<file path="config.mk">
export PLATFORM = sky130hd
export DESIGN_NAME = operand_entry_bank
export DESIGN_NICKNAME = d
export VERILOG_FILES = /design/src/rtl/operand_entry_bank.sv
export SDC_FILE = /design/constraint.sdc
export NUM_CORES = 1
export LEC_CHECK = 0
export ABC_AREA = 1
export ABC_CLOCK_PERIOD_IN_PS = 3750
export CORE_ASPECT_RATIO = 1.2
export CORE_MARGIN = 2
export CORE_UTILIZATION = 30
export DETAILED_ROUTE_END_ITERATION = 16
export GPL_TIMING_DRIVEN = 0
export SLEW_MARGIN = 10
export SYNTH_ARGS = -nofsm -noshare
export SYNTH_HDL_FRONTEND = slang
export SYNTH_SLANG_ARGS = --single-unit
</file>
<file path="constraint.sdc">
create_clock -name clk -period 3.75 [get_ports clk]
set_input_delay 0.5625 -clock clk [delete_from_list [all_inputs] [get_ports clk]]
set_output_delay 0.5625 -clock clk [all_outputs]
set_load 0.01 [all_outputs]
</file>
<file path="src/rtl/operand_entry_bank.sv">
// Operand entry bank: edge-detected digit buttons are queued in a pending
// mask and applied one digit per cycle (lowest digit first) to the selected
// operand register. Also holds the committed ALU result and the one before it.
module operand_entry_bank #(
  parameter int DIGITS     = 8,
  parameter int NUM_OPS    = 3,
  parameter int SEL_W      = 2,
  parameter int CARRY_MODE = 0
) (
  input  logic                   clk,
  input  logic                   rst,
  input  logic [DIGITS-1:0]      btn_inc,
  input  logic                   dec,
  input  logic [SEL_W-1:0]       op_sel,
  input  logic                   clr,
  input  logic                   load_res,
  input  logic [8*DIGITS-1:0]    result_in,
  input  logic                   result_valid,
  output logic [NUM_OPS*4*DIGITS-1:0] ops_flat,
  output logic [8*DIGITS-1:0]    result_q,
  output logic [8*DIGITS-1:0]    last_result_q,
  output logic                   busy
);

  localparam int W     = 4 * DIGITS;
  localparam int IDX_W = (DIGITS > 1) ? $clog2(DIGITS) : 1;

  logic [DIGITS-1:0] btn_q, btn_d;
  logic [DIGITS-1:0] pending_q, pending_d;
  logic [DIGITS-1:0] rise;
  logic [DIGITS-1:0] svc_mask;
  logic [IDX_W-1:0]  svc_idx;
  logic [IDX_W+1:0]  svc_sh;
  logic              svc_en;
  logic [2*W-1:0]    result_d, last_result_d;

  // Edge detect and select the lowest pending digit for service this cycle
  always_comb begin
    rise     = btn_inc & ~btn_q;
    btn_d    = btn_inc;
    svc_mask = pending_q & (~pending_q + DIGITS'(1));
    svc_idx  = '0;
    for (int i = DIGITS - 1; i >= 0; i--) begin
      if (pending_q[i]) svc_idx = IDX_W'(i);
    end
    svc_sh = {svc_idx, 2'b00};
    // clr and load_res both pre-empt the service slot
    svc_en = (|pending_q) & ~clr & ~load_res;
  end

  // Pending queue update: clr flushes everything including this edge's rises;
  // a serviced bit is cleared but a same-edge rise on it re-arms it
  always_comb begin
    pending_d = pending_q | rise;
    if (clr) begin
      pending_d = '0;
    end else if (svc_en) begin
      pending_d = (pending_q & ~svc_mask) | rise;
    end
  end

  // Result commit; load_res reads result_q before this edge's commit
  always_comb begin
    result_d      = result_q;
    last_result_d = last_result_q;
    if (result_valid) begin
      result_d      = result_in;
      last_result_d = result_q;
    end
  end

  // Shared state registers
  always_ff @(posedge clk) begin
    if (rst) begin
      btn_q         <= btn_inc;
      pending_q     <= '0;
      result_q      <= '0;
      last_result_q <= '0;
    end else begin
      btn_q         <= btn_d;
      pending_q     <= pending_d;
      result_q      <= result_d;
      last_result_q <= last_result_d;
    end
  end

  assign busy = |pending_q;

  genvar gi;
  generate
    for (gi = 0; gi < NUM_OPS; gi++) begin : g_op
      logic [W-1:0] op_q, op_d, step_val;
      logic [3:0]   nib;
      logic         hit;

      // Next value of this operand; only the selected one ever changes
      always_comb begin
        hit = (op_sel == SEL_W'(gi));
        nib = op_q[svc_sh +: 4];
        step_val = op_q;
        if (CARRY_MODE != 0) begin
          step_val = dec ? op_q - (W'(1) << svc_sh) : op_q + (W'(1) << svc_sh);
        end else begin
          step_val[svc_sh +: 4] = dec ? nib - 4'd1 : nib + 4'd1;
        end
        op_d = op_q;
        if (hit) begin
          if (clr) begin
            op_d = '0;
          end else if (load_res) begin
            op_d = result_q[W-1:0];
          end else if (svc_en) begin
            op_d = step_val;
          end
        end
      end

      // Operand register
      always_ff @(posedge clk) begin
        if (rst) begin
          op_q <= '0;
        end else begin
          op_q <= op_d;
        end
      end

      assign ops_flat[gi*W +: W] = op_q;
    end
  endgenerate

endmodule

</file>
==> impl_metrics.tcl <==
set metrics [dict create \
    vias_per_cell 5.184 \
    slew-limit-headroom_pct 44.23 \
    drcViolationCount 0 \
    slowest_stage "xnor2_2" \
    r2r_slack_ps 290 \
    powerDensity_nw_per_um2 478.8 \
    hpwl_mm 40.98 \
    status "completed" \
    die_x_um 178.9 \
    grt_overflow 0 \
    portBuffers 302 \
    multiInputGateArea_sq_um 5328 \
    ys_ff_latch 240 \
    end_kind "flip-flop" \
    core_area_sq_um 36040 \
    cts_max_path_buffers 3 \
    crit_required_ps 4190 \
    grt_pass1_vias 12290 \
    startpoint_type "flip-flop" \
    cts_setup_buffers 0 \
    start_util_pct 30.56 \
    syn-mean-instance-area_sq_um 7.011 \
    cp_top_family "simple AND/OR/NAND/NOR gates" \
    cts_max_level 1 \
    seqCellArea_sq_um 4805 \
    max-cap-violations 0 \
    drive_gt1_share_pct 7.704 \
    dr.pass1.iters 6 \
    syn_area_sq_um 11010 \
    grt_pass1_wl_mm 76.58 \
    placed_cell_area_sq_um 14620 \
    ir_drop_mv 0.4311 \
    ys_warn_count 0 \
    drt-total-wl_mm 51.24 \
    clock_tree.root_cell "clkbuf_16" \
    hp-class "primary input to flip-flop" \
    final.setup.tns_ps 0 \
    synth_cells 1571 \
    die_y_um 213.9 \
    vias 12390 \
    cts_tree "done" \
    ioPinCount 305 \
    r2r_cells 14 \
    worstPathMaxFanout 10 \
    dieArea_sq_um 38270 \
    hold_viol 0 \
    syn_to_final_growth_pct 41.52 \
    leakage_nw 6.078 \
    cts_hold_buffers 0 \
    endpoint "g_op[2].op_q[30]" \
    rows 76 \
    synthDistinctLibCells 33 \
    path_depth 14 \
    wl_per_cell_um 21.45 \
    cp.buffers_inverters 3 \
    grt_usage_pct 26.43 \
    drt-initial-drc-count 1062 \
    antenna_found_initial 0 \
    criticalPathCategory "flip-flop to flip-flop" \
    min_period_over_period_pct 92.27 \
    n_antenna_cell 0 \
    min_period_ps 3460 \
    worstReg2RegEnd "g_op[2].op_q[30]" \
    path_cells "or2_1, nor2_2, nor2_4, inv_2, buf_2, buf_2, a21oi_1, a32o_1, fa_1, xnor2_2, or2_0, o21ai_0, a21oi_1, nor2_1" \
    clk_pin_slew_ps 60 \
    drtAntennaViolNets 0 \
    fillCellCount 3731 \
    nets 1992 \
    fin_skew_ps 18.85 \
    crit_start "pending_q[6]" \
    critPathMaxStageDelay_ps 480 \
    critPathArrivalTime_ps 3900 \
    final_area_sq_um 15590 \
    cts_buffers 27 \
    dp_slack_ps -139.1 \
    worstMarginPinSlew_ps 833.9 \
    clock.fmax_mhz 289.0 \
    setup_viol 0 \
    worstReg2RegStart "pending_q[6]" \
    clk_latency_ps 560 \
    gp_congestion 1.008 \
    timing.final.ws_setup_ps 289.9 \
    cts.sinks 240 \
    grt_max_degree 17 \
    yosysSeqAreaShare_pct 43.62 \
    syn_nets 1662 \
    fin_hold_ws_ps 470.7 \
    rsz0062_at_grt "no" \
    report.final.slew_viol_count 0 \
]
timing repair:
item,in CTS,in global routing
gates resized for setup,3,8
pin swaps,0,0
endpoints found under the setup margin,9,29
cell families (layout without fill, tap and decap cells):
group | count (synthesis) | count (layout) | share of synthesized area, %
buffers and inverters | 231 | 581 | 8.213
adder cells (fa/ha/maj) | 11 | 11 | 1.454
flip-flops | 240 | 240 | 43.62
XOR/XNOR | 3 | 3 | 0.2386
AND/OR/NAND/NOR | 570 | 570 | 22.58
AO/OA/AOI/OAI | 516 | 516 | 23.89
worst min path at each step:
stage	slack (ps)	cells after the start	endpoint	from
final	470	3	last_result_q[9]	result_valid
after global routing	480	1	btn_q[2]	btn_inc[2]
after CTS	450	3	last_result_q[9]	result_valid
after detailed placement	480	2	last_result_q[53]	last_result_q[53]
after global placement	470	2	pending_q[5]	pending_q[5]
after floorplan	460	2	pending_q[5]	pending_q[5]
registers in the layout (all words and copies together) (netlist names):
name,count
last_result_q,64
result_q,64
g_op.op_q,96
btn_q,8
pending_q,8
layout make-up:
type | instances | share of cell area [%]
inverters | 136 | 3.275
clock buffers | 33 | 4.672
well taps | 468 | 3.757
repair buffers | 302 | 19.39
plain buffers | 94 | 2.545
clock inverters | 16 | 1.357
multi-input cells | 1100 | 34.18
flip-flops and latches | 240 | 30.82
through the flow:
step / utilization, % / cells / power (W)
after floorplan: - / 1571 / 0.003746
after global placement: 40.57 / 2341 / 0.004619
after detailed placement: 40.57 / 2341 / 0.004625
after CTS: 43.23 / 2390 / 0.007476
after global routing: 43.25 / 2389 / 0.007768
final: 43.25 / 2389 / 0.007463
tightest hold or removal path, cell delays in order:
cell and delay [ps]:
clkbuf_1 180, o21ai_0 190, a21oi_1 40
power by group:
part	leakage [nW]	total [W]	switching [W]	internal, W
logic	3.63	0.00176	0.00111	0.000652
registers	1.98	0.00286	0.000149	0.00271
clock network	0.468	0.00284	0.00112	0.00172
total	6.08	0.00746	0.00238	0.00509
synthesized netlist by cell type:
cell / instances / area, sq um
o21ai_0: 254 / 1271
dfxtp_1: 240 / 4805
nand2_1: 206 / 773.2
a21oi_1: 204 / 1021
nor2_1: 201 / 754.5
inv_1: 102 / 382.9
nand3_1: 85 / 425.4
clkbuf_1: 79 / 296.5
o21ai_1: 44 / 220.2
nor2_2: 34 / 212.7
inv_2: 32 / 120.1
nand3b_1: 14 / 105.1
buf_2: 9 / 45.04
nand2_2: 9 / 56.30
ha_1: 8 / 100.1
nand4_1: 8 / 50.05
a211oi_1: 7 / 52.55
a32o_1: 4 / 40.04
buf_1: 3 / 11.26
buf_6: 3 / 33.78
fa_1: 3 / 60.06
nand2_4: 3 / 33.78
nor3_1: 3 / 15.01
xnor2_1: 3 / 26.28
clkinv_1: 2 / 7.510
nor2_4: 2 / 22.52
nor3_2: 2 / 20.02
or2_0: 2 / 12.51
a211oi_2: 1 / 12.51
buf_4: 1 / 7.510
o22ai_1: 1 / 6.260
o31ai_1: 1 / 7.510
or2_1: 1 / 6.260
placed cells by master, fill, tap and decap left out, types with 4 or more instances in the layout:
cell type          n
nor2_2            34
nor2_1           201
a211oi_1           7
bufinv_16          5
clkinv_2           9
inv_2             32
clkbuf_16         27
clkbuf_1          79
nand4_1            8
nand2_2            9
a32o_1             4
dfxtp_1          240
nand3b_1          14
a21oi_1          204
o21ai_1           44
nand3_1           85
buf_2              8
inv_1            102
clkdlybuf4s50_1  302
nand2_1          206
o21ai_0          254
ha_1               8
layer usage:
| layer | track usage (%) | wire length, um | vias to the layer above |
|---|---|---|---|
| met5 | 0 | 0 | - |
| met4 | 9.268 | 1996 | 0 |
| met3 | 6.745 | 4666 | 114 |
| met2 | 45.09 | 24590 | 601 |
| met1 | 31.83 | 19990 | 5785 |
| li1 | - | - | 5885 |
No activity file was read; power rests on OpenSTA's default activity.
